## src/rtl/mbus_rx_buffer.sv

```systemverilog
`default_nettype none

// ============================================================================
// Module      : mbus_rx_buffer
// Description : Receive-side word FIFO for the MBus layer wrapper. Words arrive
//               over a 4-phase REQ/ACK handshake. They become visible to the
//               consumer only once their whole message has been received.
//               An aborted message is rolled back. A message that cannot fit is
//               dropped and flagged in OVERFLOW.
//               Optional feature macro: MBUS_RX_BCAST_FILTER_EN
//               (defined -> broadcast words are acknowledged and dropped).
// Revision    : 1.0 - initial release
// ============================================================================

`ifndef ADDR_WIDTH
`define ADDR_WIDTH 8
`endif
`ifndef DATA_WIDTH
`define DATA_WIDTH 32
`endif

module mbus_rx_buffer #(
    parameter int DEPTH = 8,
    parameter int AW    = `ADDR_WIDTH,
    parameter int DW    = `DATA_WIDTH
) (
    input  logic                    CLK,
    input  logic                    RESETn,
    input  logic [AW-1:0]           RX_ADDR,
    input  logic [DW-1:0]           RX_DATA,
    input  logic                    RX_REQ,
    input  logic                    RX_PEND,
    input  logic                    RX_BROADCAST,
    input  logic                    RX_FAIL,
    output logic                    RX_ACK,
    output logic [AW-1:0]           OUT_ADDR,
    output logic [DW-1:0]           OUT_DATA,
    output logic                    OUT_LAST,
    output logic                    OUT_BCAST,
    output logic                    OUT_VALID,
    input  logic                    OUT_READY,
    output logic [$clog2(DEPTH):0]  WORD_COUNT,
    output logic                    OVERFLOW,
    input  logic                    CLR_OVERFLOW
);

    localparam int IW = $clog2(DEPTH);
    localparam int PW = IW + 1;
    localparam int EW = AW + DW + 2;

    typedef enum logic [1:0] {
        S_IDLE     = 2'd0,
        S_HOLD     = 2'd1,
        S_DISCARD  = 2'd2,
        S_WAIT_LOW = 2'd3
    } state_t;

    // Synchronizer and edge-detect registers
    logic req_meta_q, req_s_q;
    logic fail_meta_q, fail_s_q, fail_prev_q;

    // Write-side state
    state_t         state_q, state_d;
    logic           ack_q, ack_d;
    logic           disc_last_q, disc_last_d;
    logic [PW-1:0]  wr_ptr_q, wr_ptr_d;
    logic [PW-1:0]  commit_ptr_q, commit_ptr_d;

    // Read-side state
    logic [PW-1:0]  rd_ptr_q, rd_ptr_d;
    logic           valid_q, valid_d;
    logic           ovf_q, ovf_d;

    // Storage
    logic [EW-1:0]  mem_q [DEPTH];

    // Combinational helpers
    logic           w_fail_rise;
    logic           w_full;
    logic [PW-1:0]  w_committed;
    logic           w_wr_en;
    logic           w_ovf_set;
    logic           w_pop;

    assign w_fail_rise = fail_s_q & ~fail_prev_q;
    assign w_full      = (wr_ptr_q - rd_ptr_q) == PW'(DEPTH);
    assign w_committed = commit_ptr_q - rd_ptr_q;
    assign w_pop       = valid_q & OUT_READY;

    // Two-flop synchronizers for the asynchronous REQ and FAIL levels
    always_ff @(posedge CLK or negedge RESETn) begin
        if (!RESETn) begin
            req_meta_q  <= 1'b0;
            req_s_q     <= 1'b0;
            fail_meta_q <= 1'b0;
            fail_s_q    <= 1'b0;
            fail_prev_q <= 1'b0;
        end else begin
            req_meta_q  <= RX_REQ;
            req_s_q     <= req_meta_q;
            fail_meta_q <= RX_FAIL;
            fail_s_q    <= fail_meta_q;
            fail_prev_q <= fail_s_q;
        end
    end

    // Write FSM: handshake, store, commit, rollback and overflow decisions
    always_comb begin
        state_d      = state_q;
        ack_d        = ack_q;
        disc_last_d  = disc_last_q;
        wr_ptr_d     = wr_ptr_q;
        commit_ptr_d = commit_ptr_q;
        w_wr_en      = 1'b0;
        w_ovf_set    = 1'b0;

        // Abort: drop everything written since the last commit point
        if (w_fail_rise) begin
            wr_ptr_d = commit_ptr_q;
        end

        case (state_q)
            S_IDLE, S_HOLD: begin
                if (!req_s_q) begin
                    state_d = S_IDLE;
                end else if (fail_s_q) begin
                    // Word belongs to an aborted message: acknowledge, do not store
                    ack_d   = 1'b1;
                    state_d = S_WAIT_LOW;
`ifdef MBUS_RX_BCAST_FILTER_EN
                end else if (RX_BROADCAST) begin
                    ack_d       = 1'b1;
                    disc_last_d = ~RX_PEND;
                    state_d     = S_DISCARD;
`endif
                end else if (!w_full) begin
                    w_wr_en  = 1'b1;
                    wr_ptr_d = wr_ptr_q + PW'(1);
                    if (!RX_PEND) begin
                        commit_ptr_d = wr_ptr_q + PW'(1);
                    end
                    ack_d   = 1'b1;
                    state_d = S_WAIT_LOW;
                end else if (w_committed != '0) begin
                    // Consumer will free space; stall the wrapper until then
                    state_d = S_HOLD;
                end else begin
                    // Message alone fills the FIFO and can never fit: drop it
                    wr_ptr_d    = commit_ptr_q;
                    w_ovf_set   = 1'b1;
                    ack_d       = 1'b1;
                    disc_last_d = ~RX_PEND;
                    state_d     = S_DISCARD;
                end
            end

            S_DISCARD: begin
                if (fail_s_q) begin
                    disc_last_d = 1'b1;
                end
                if (ack_q) begin
                    if (!req_s_q) begin
                        ack_d = 1'b0;
                        if (disc_last_q || fail_s_q) begin
                            state_d = S_IDLE;
                        end
                    end
                end else if (req_s_q) begin
                    ack_d       = 1'b1;
                    disc_last_d = ~RX_PEND | fail_s_q;
                end else if (fail_s_q) begin
                    state_d = S_IDLE;
                end
            end

            S_WAIT_LOW: begin
                if (!req_s_q) begin
                    ack_d   = 1'b0;
                    state_d = S_IDLE;
                end
            end

            default: begin
                state_d = S_IDLE;
                ack_d   = 1'b0;
            end
        endcase
    end

    // Read side: pop advances rd_ptr; valid follows the registered commit point
    always_comb begin
        rd_ptr_d = rd_ptr_q + PW'(w_pop);
        valid_d  = (commit_ptr_q != rd_ptr_d);
        ovf_d    = ovf_q;
        if (CLR_OVERFLOW) begin
            ovf_d = 1'b0;
        end
        if (w_ovf_set) begin
            ovf_d = 1'b1;
        end
    end

    // State and pointer registers
    always_ff @(posedge CLK or negedge RESETn) begin
        if (!RESETn) begin
            state_q      <= S_IDLE;
            ack_q        <= 1'b0;
            disc_last_q  <= 1'b0;
            wr_ptr_q     <= '0;
            commit_ptr_q <= '0;
            rd_ptr_q     <= '0;
            valid_q      <= 1'b0;
            ovf_q        <= 1'b0;
        end else begin
            state_q      <= state_d;
            ack_q        <= ack_d;
            disc_last_q  <= disc_last_d;
            wr_ptr_q     <= wr_ptr_d;
            commit_ptr_q <= commit_ptr_d;
            rd_ptr_q     <= rd_ptr_d;
            valid_q      <= valid_d;
            ovf_q        <= ovf_d;
        end
    end

    // Entry storage; contents need no reset because pointers gate visibility
    always_ff @(posedge CLK) begin
        if (w_wr_en) begin
            mem_q[wr_ptr_q[IW-1:0]] <= {RX_ADDR, RX_DATA, ~RX_PEND, RX_BROADCAST};
        end
    end

    assign {OUT_ADDR, OUT_DATA, OUT_LAST, OUT_BCAST} = mem_q[rd_ptr_q[IW-1:0]];
    assign OUT_VALID  = valid_q;
    assign RX_ACK     = ack_q;
    assign WORD_COUNT = w_committed;
    assign OVERFLOW   = ovf_q;

endmodule

`default_nettype wire

```

## config.mk

```make
export PLATFORM = sky130hd
export DESIGN_NAME = mbus_rx_buffer
export DESIGN_NICKNAME = d
export VERILOG_FILES = /design/src/rtl/mbus_rx_buffer.sv
export SDC_FILE = /design/constraint.sdc
export NUM_CORES = 1
export LEC_CHECK = 0
export BUFFER_PORTS_ARGS = -buffer_cell sky130_fd_sc_hd__clkbuf_2
export CORE_MARGIN = 2
export CORE_UTILIZATION = 54
export CTS_CLUSTER_SIZE = 28
export DETAILED_ROUTE_END_ITERATION = 7
export GPL_TIMING_DRIVEN = 0
export PLACE_DENSITY = 0.69
export SYNTH_ARGS = -nofsm -noshare
export SYNTH_HDL_FRONTEND = slang
export SYNTH_SLANG_ARGS = --single-unit
```

## constraint.sdc

```tcl
create_clock -name CLK -period 17.6 [get_ports CLK]
set_input_delay 2.64 -clock CLK [delete_from_list [all_inputs] [get_ports CLK]]
set_output_delay 2.64 -clock CLK [all_outputs]
set_load 0.02 [all_outputs]
```

**Yosys cells after proc, flatten, opt, wreduce, memory -nomap -nowiden**

Memories as Yosys holds them, arrays and structs flattened.
Index checks and enable logic that the tools add are counted.

- Register bits after elaboration: 23
- Bits in writable memories: 336
- Bits of input ports: 48
- Output and inout bits: 49
- Memories kept: 1

- $add $sub $neg: 4
- Equal/unequal tests: 14
- Muxes and demuxes: 45
- Bitwise logic cells: 7
- Reduce and logical (&&, ||, !) cells: 10

Memory list:

| name | words | bits a word | rd ports | clocked after memory_dff | wr ports | line | source |
|---|---|---|---|---|---|---|---|
| mem_q | 8 | 42 | 1 | 0 | 1 | 75 | `logic [EW-1:0] mem_q [DEPTH];` |

Operators with widths:

| kind | number |
|---|---|
| $mux W1 | 26 |
| $mux W4 | 6 |
| $mux W2 | 10 |
| $ne A2 B2 Y1 const B | 6 |
| $reduce_and A5 Y1 | 2 |
| $sub A4 B4 Y4 | 2 |
| $ne A3 B3 Y1 const B | 2 |
| $pmux W2 S3 | 1 |
| $add A4 B1 Y4 | 1 |
| $add A4 B1 Y4 const B | 1 |
| $eq A2 B2 Y1 const B | 2 |
| $eq A4 B4 Y1 const B | 1 |
| $ne A4 B4 Y1 | 1 |
| $ne A4 B4 Y1 const B | 1 |
| $not A1 Y1 | 4 |
| $reduce_and A4 Y1 | 1 |
| $reduce_bool A2 Y1 | 2 |
| $reduce_bool A4 Y1 | 1 |
| $pmux W1 S3 | 1 |
| $reduce_and A3 Y1 | 1 |
| $and A1 B1 Y1 | 2 |
| $eq A2 B1 Y1 const B | 1 |
| $logic_not A2 Y1 | 1 |
| $pmux W1 S2 | 1 |
| 3 further kinds | 3 |

**Longest topological paths before layout**

- Depth after elaboration: 8
- Gate-level depth with buffers: 11
- Gate-level depth less buffers: 9

**Worst setup path before layout**

No wires, ideal clock.

- Kind: register to register
- From: reg rd_ptr_q[1]
- To: mem mem_q[0][0] (netlist bit) (enable)
- Library setup time: 546 ps
- Arrival time: 6306 ps
- Data required time: 17054 ps
- Path slack: 10748 ps
- Cell stages (with the launch flop): 12
- Path buffers: 4
- Clock period less this slack: 6852 ps
- Cells stage by stage: dfrtp_1 > clkbuf_1 > clkbuf_1 > clkbuf_1 > inv_1 > ha_1 > nand3b_1 > a21oi_2 > or4_4 > buf_6 > nand2_1 > nor4_1

- Word-level cells in the longest chain between the ends: 8

RTL lines:

| what | line | source |
|---|---|---|
| start, declared | 70 | `logic [PW-1:0] rd_ptr_q, rd_ptr_d;` |
| start signal, assigned | 220 | `rd_ptr_q <= rd_ptr_d;` |
| $sub A4 B4 Y4 | 86 | `assign w_full = (wr_ptr_q - rd_ptr_q) == PW'(DEPTH);` |
| $eq A4 B4 Y1 | 86 |  |
| $mux W1 | 136 | `end else if (!w_full) begin` |
| $mux W1 | 126 | `end else if (fail_s_q) begin` |
| $mux W1 | 124 | `if (!req_s_q) begin` |
| $mux W1 | 122 | `case (state_q)` |
| $mux W1 | 228 | `if (w_wr_en) begin` |
| $mux W1 (implied by the code) | 229 | `mem_q[wr_ptr_q[IW-1:0]] <= {RX_ADDR, RX_DATA, ~RX_PEND, RX_BROADCAST};` |
| end, declared | 75 |  |

No other way between the ends.

**Worst setup path after layout**

- From: reg rd_ptr_q[1]
- To: out WORD_COUNT[3]

- Word-level cells in the longest chain between the ends: 1

RTL lines:

| what | line | source |
|---|---|---|
| $sub A4 B4 Y4 | 87 | `assign w_committed = commit_ptr_q - rd_ptr_q;` |
| end, declared | 42 | `output logic [$clog2(DEPTH):0] WORD_COUNT,` |

No other way between the ends.

==> summary.txt <==
outcome - completed
H-Tree Depth - 2
Worst Skew - 0.0132 ns
Net Count, Synth - 784
Fill cells - 1741
chip height - 165 µm
top-level port count - 97
pin count of the biggest net entering global routing - 25
highest clock rate - 158 MHz
Max FO, Critical Path - 10
CP arrival - 3.67 ns
min Tclk post-route - 6.31 ns
drt drc - 0
mux contribution to synthesized area - 0.141
clock latency at the later pin of the worst-skew pair - 0.51 ns
XOR/XNOR Fraction of Synth Area - 0.00810
post-cts sizing count - 0
Reg clk slew, reported paths - 0.06 ns
wire per inst - 23.1 µm
Area growth syn-to-layout - 17.9%
setup TNS - 0 ns
Post-synth EDFFs - 336
vias in the first global route - 7403
commonest non-fill, non-tap cell in the layout - edfxtp_1
simple-gate share of the synthesized area - 0.0563
Hold Violations, Final - 0
top-area cell type share of the netlist area - 0.718
initial antenna violation count - 0
Critical Path End - WORD_COUNT[3]
CP required - 14.96 ns
num rows - 59
vias per std cell - 5.79
reg2reg setup slack - 12.50 ns
RSZ-0062 raised after global routing - no
Post-CTS Hold Fix Bufs - 0
gr usage total - 0.222
worst slew pin tran - 1.02 ns
crit path from - rd_ptr_q[1]
final setup violation count - 0
CTS tree - yes
Synth cell types - 51
Setup CP Type - reg -> out
ys flop type - edfxtp_1
power per cell area - 164 mW/mm²
Yosys reg bits - 359
max-slew violation count - 0
routed vias - 7303
Die Wd - 165 µm
Avg Cell Area, Syn - 19.4 µm²
most frequent cells in the layout - edfxtp_1 (336), nand2_1 (138), clkbuf_2 (96)
ratio of final minimum period to clock period - 0.359
GRT Residual Overflow - 0
port bufs - 96
Final Instance Area - 0.0166 mm²
fin nets - 958
Mapped Cells - 726
endpoint class of the critical path - primary output
Slew Limit Headroom - 0.319
cell taking the most area after synthesis - edfxtp_1
CTS max path bufs - 3
# clock sinks - 359
Total Die Area - 0.0273 mm²
largest family of logic cells by synthesized area - multiplexers
Synth area leaders - edfxtp_1 (72%), mux4_2 (13%), dfrtp_1 (4.1%), nand2_1 (3.7%), ha_1 (0.80%)
Async S/R FF share, synth - 0.0641
cts bufs inserted - 36
Synth Area in Adders - 0.00943
CTS Root Cell - clkbuf_16
register area share after synthesis - 0.759
max-cap violations - 0
YS warnings - 0
DP HPWL - 19200 µm
Routed Antenna Nets - 0
Leakage - 0.00587 µW
Starting Density - 0.544
Worst IR Drop VDD - 0.129 mV
ant diodes - 0
Synth Area in Compound Gates - 0.0142
worst hold path class - reg -> reg
type of origin of the critical path - flip-flop
initial DRC count - 779
synthesized area - 0.0141 mm²
reg2reg start - rd_ptr_q[1]
R2R depth - 15
routability congestion estimate - 0.804
share of layout cells above drive strength 1 - 0.315
WL final - 29100 µm
placed inst area - 0.0154 mm²
core region area - 0.0258 mm²
Crit Reg-Reg Endpoint - mem_q[5][23]
Post-CTS Setup Bufs - 0
Pre-antenna DRT Iters - 5
first-pass GRT wire length - 43900 µm
==> worst min path at each step <==
stage	startpoint	endpoint	slack [ns]	cells past startpoint
floorplan	fail_meta_q	fail_s_q	0.33	0
global placement	req_meta_q	req_s_q	0.34	0
detailed placement	req_meta_q	req_s_q	0.34	0
CTS	req_meta_q	req_s_q	0.35	0
global route	req_meta_q	req_s_q	0.36	0
finish	req_meta_q	req_s_q	0.35	0
==> where the power goes <==
part | internal (µW) | switching, µW
logic | 369 | 557
clock network | 473 | 299
registers | 986 | 31.8
total | 1830 | 888
==> logic make-up after synthesis <==
family | Yosys count
DFF | 359
xor gates and xnor gates | 13
muxes | 92
buffers and inverters | 44
and+or+nand+nor | 181
AOI/OAI and AO/OA | 27
adders and majority gates | 10
==> registers in the layout, indices dropped and copies added, names as in the netlist <==
register,count
OUT_VALID,1
OVERFLOW,1
RX_ACK,1
commit_ptr_q,4
disc_last_q,1
fail_meta_q,1
fail_prev_q,1
fail_s_q,1
mem_q,336
rd_ptr_q,4
req_meta_q,1
req_s_q,1
state_q,2
wr_ptr_q,4
==> per-layer routing <==
layer / share of wire / up-vias / GRT usage
met1: 0.41 / 3743 / 0.302
met4: 0.030 / 0 / 0.0807
met3: 0.061 / 58 / 0.0335
li1: - / 3230 / -
met2: 0.50 / 272 / 0.371
met5: 0 / - / 0
==> layout make-up <==
| type | instances | area, µm² | share of cell area |
|---|---|---|---|
| Inverter | 10 | 37.5 | 0.00226 |
| Clock buffer | 47 | 963 | 0.0581 |
| Buffer | 34 | 143 | 0.00861 |
| Sequential cell | 359 | 10700 | 0.644 |
| Clock inverter | 17 | 226 | 0.0137 |
| Timing Repair Buffer | 136 | 870 | 0.0525 |
| Multi-Input combinational cell | 323 | 3250 | 0.196 |
| Tap cell | 335 | 419 | 0.0253 |
==> cell usage after synthesis (all sizes together), types with 3 or more instances <==
cell type  count
a21oi          6
a31oi          3
and3           3
buf           10
clkbuf        24
dfrtp         23
edfxtp       336
ha             9
inv            9
mux2           3
mux2i          5
mux4          84
nand2        138
nand2b         6
nor2          10
nor3           5
nor4           5
o21ai          3
xnor2          8
xor2           5
==> stage by stage <==
step / hold WS (ns) / total power [µW] / utilization / cells / setup WS [ns]
final: 0.348 / 2720 / 0.641 / 1261 / 11.29
after global routing: 0.356 / 2840 / 0.641 / 1261 / 11.10
after CTS: 0.350 / 2740 / 0.641 / 1261 / 11.24
after detailed placement: 0.336 / 1970 / 0.595 / 1197 / 11.78
after global placement: 0.337 / 1940 / 0.579 / 1157 / 5.77
after floorplan: 0.331 / 1680 / - / 726 / 10.75
==> critical path, cell delays in order, from the launching register on <==
cell and delay (ns):
dfrtp_1 0.36, clkbuf_1 0.29, clkbuf_1 0.46, clkbuf_1 0.60, inv_1 0.23, ha_1 0.34, and3b_1 0.19, or3_1 0.43
nand2_1 0.09, clkbuf_2 0.16
(Power assumes the default switching activity.)
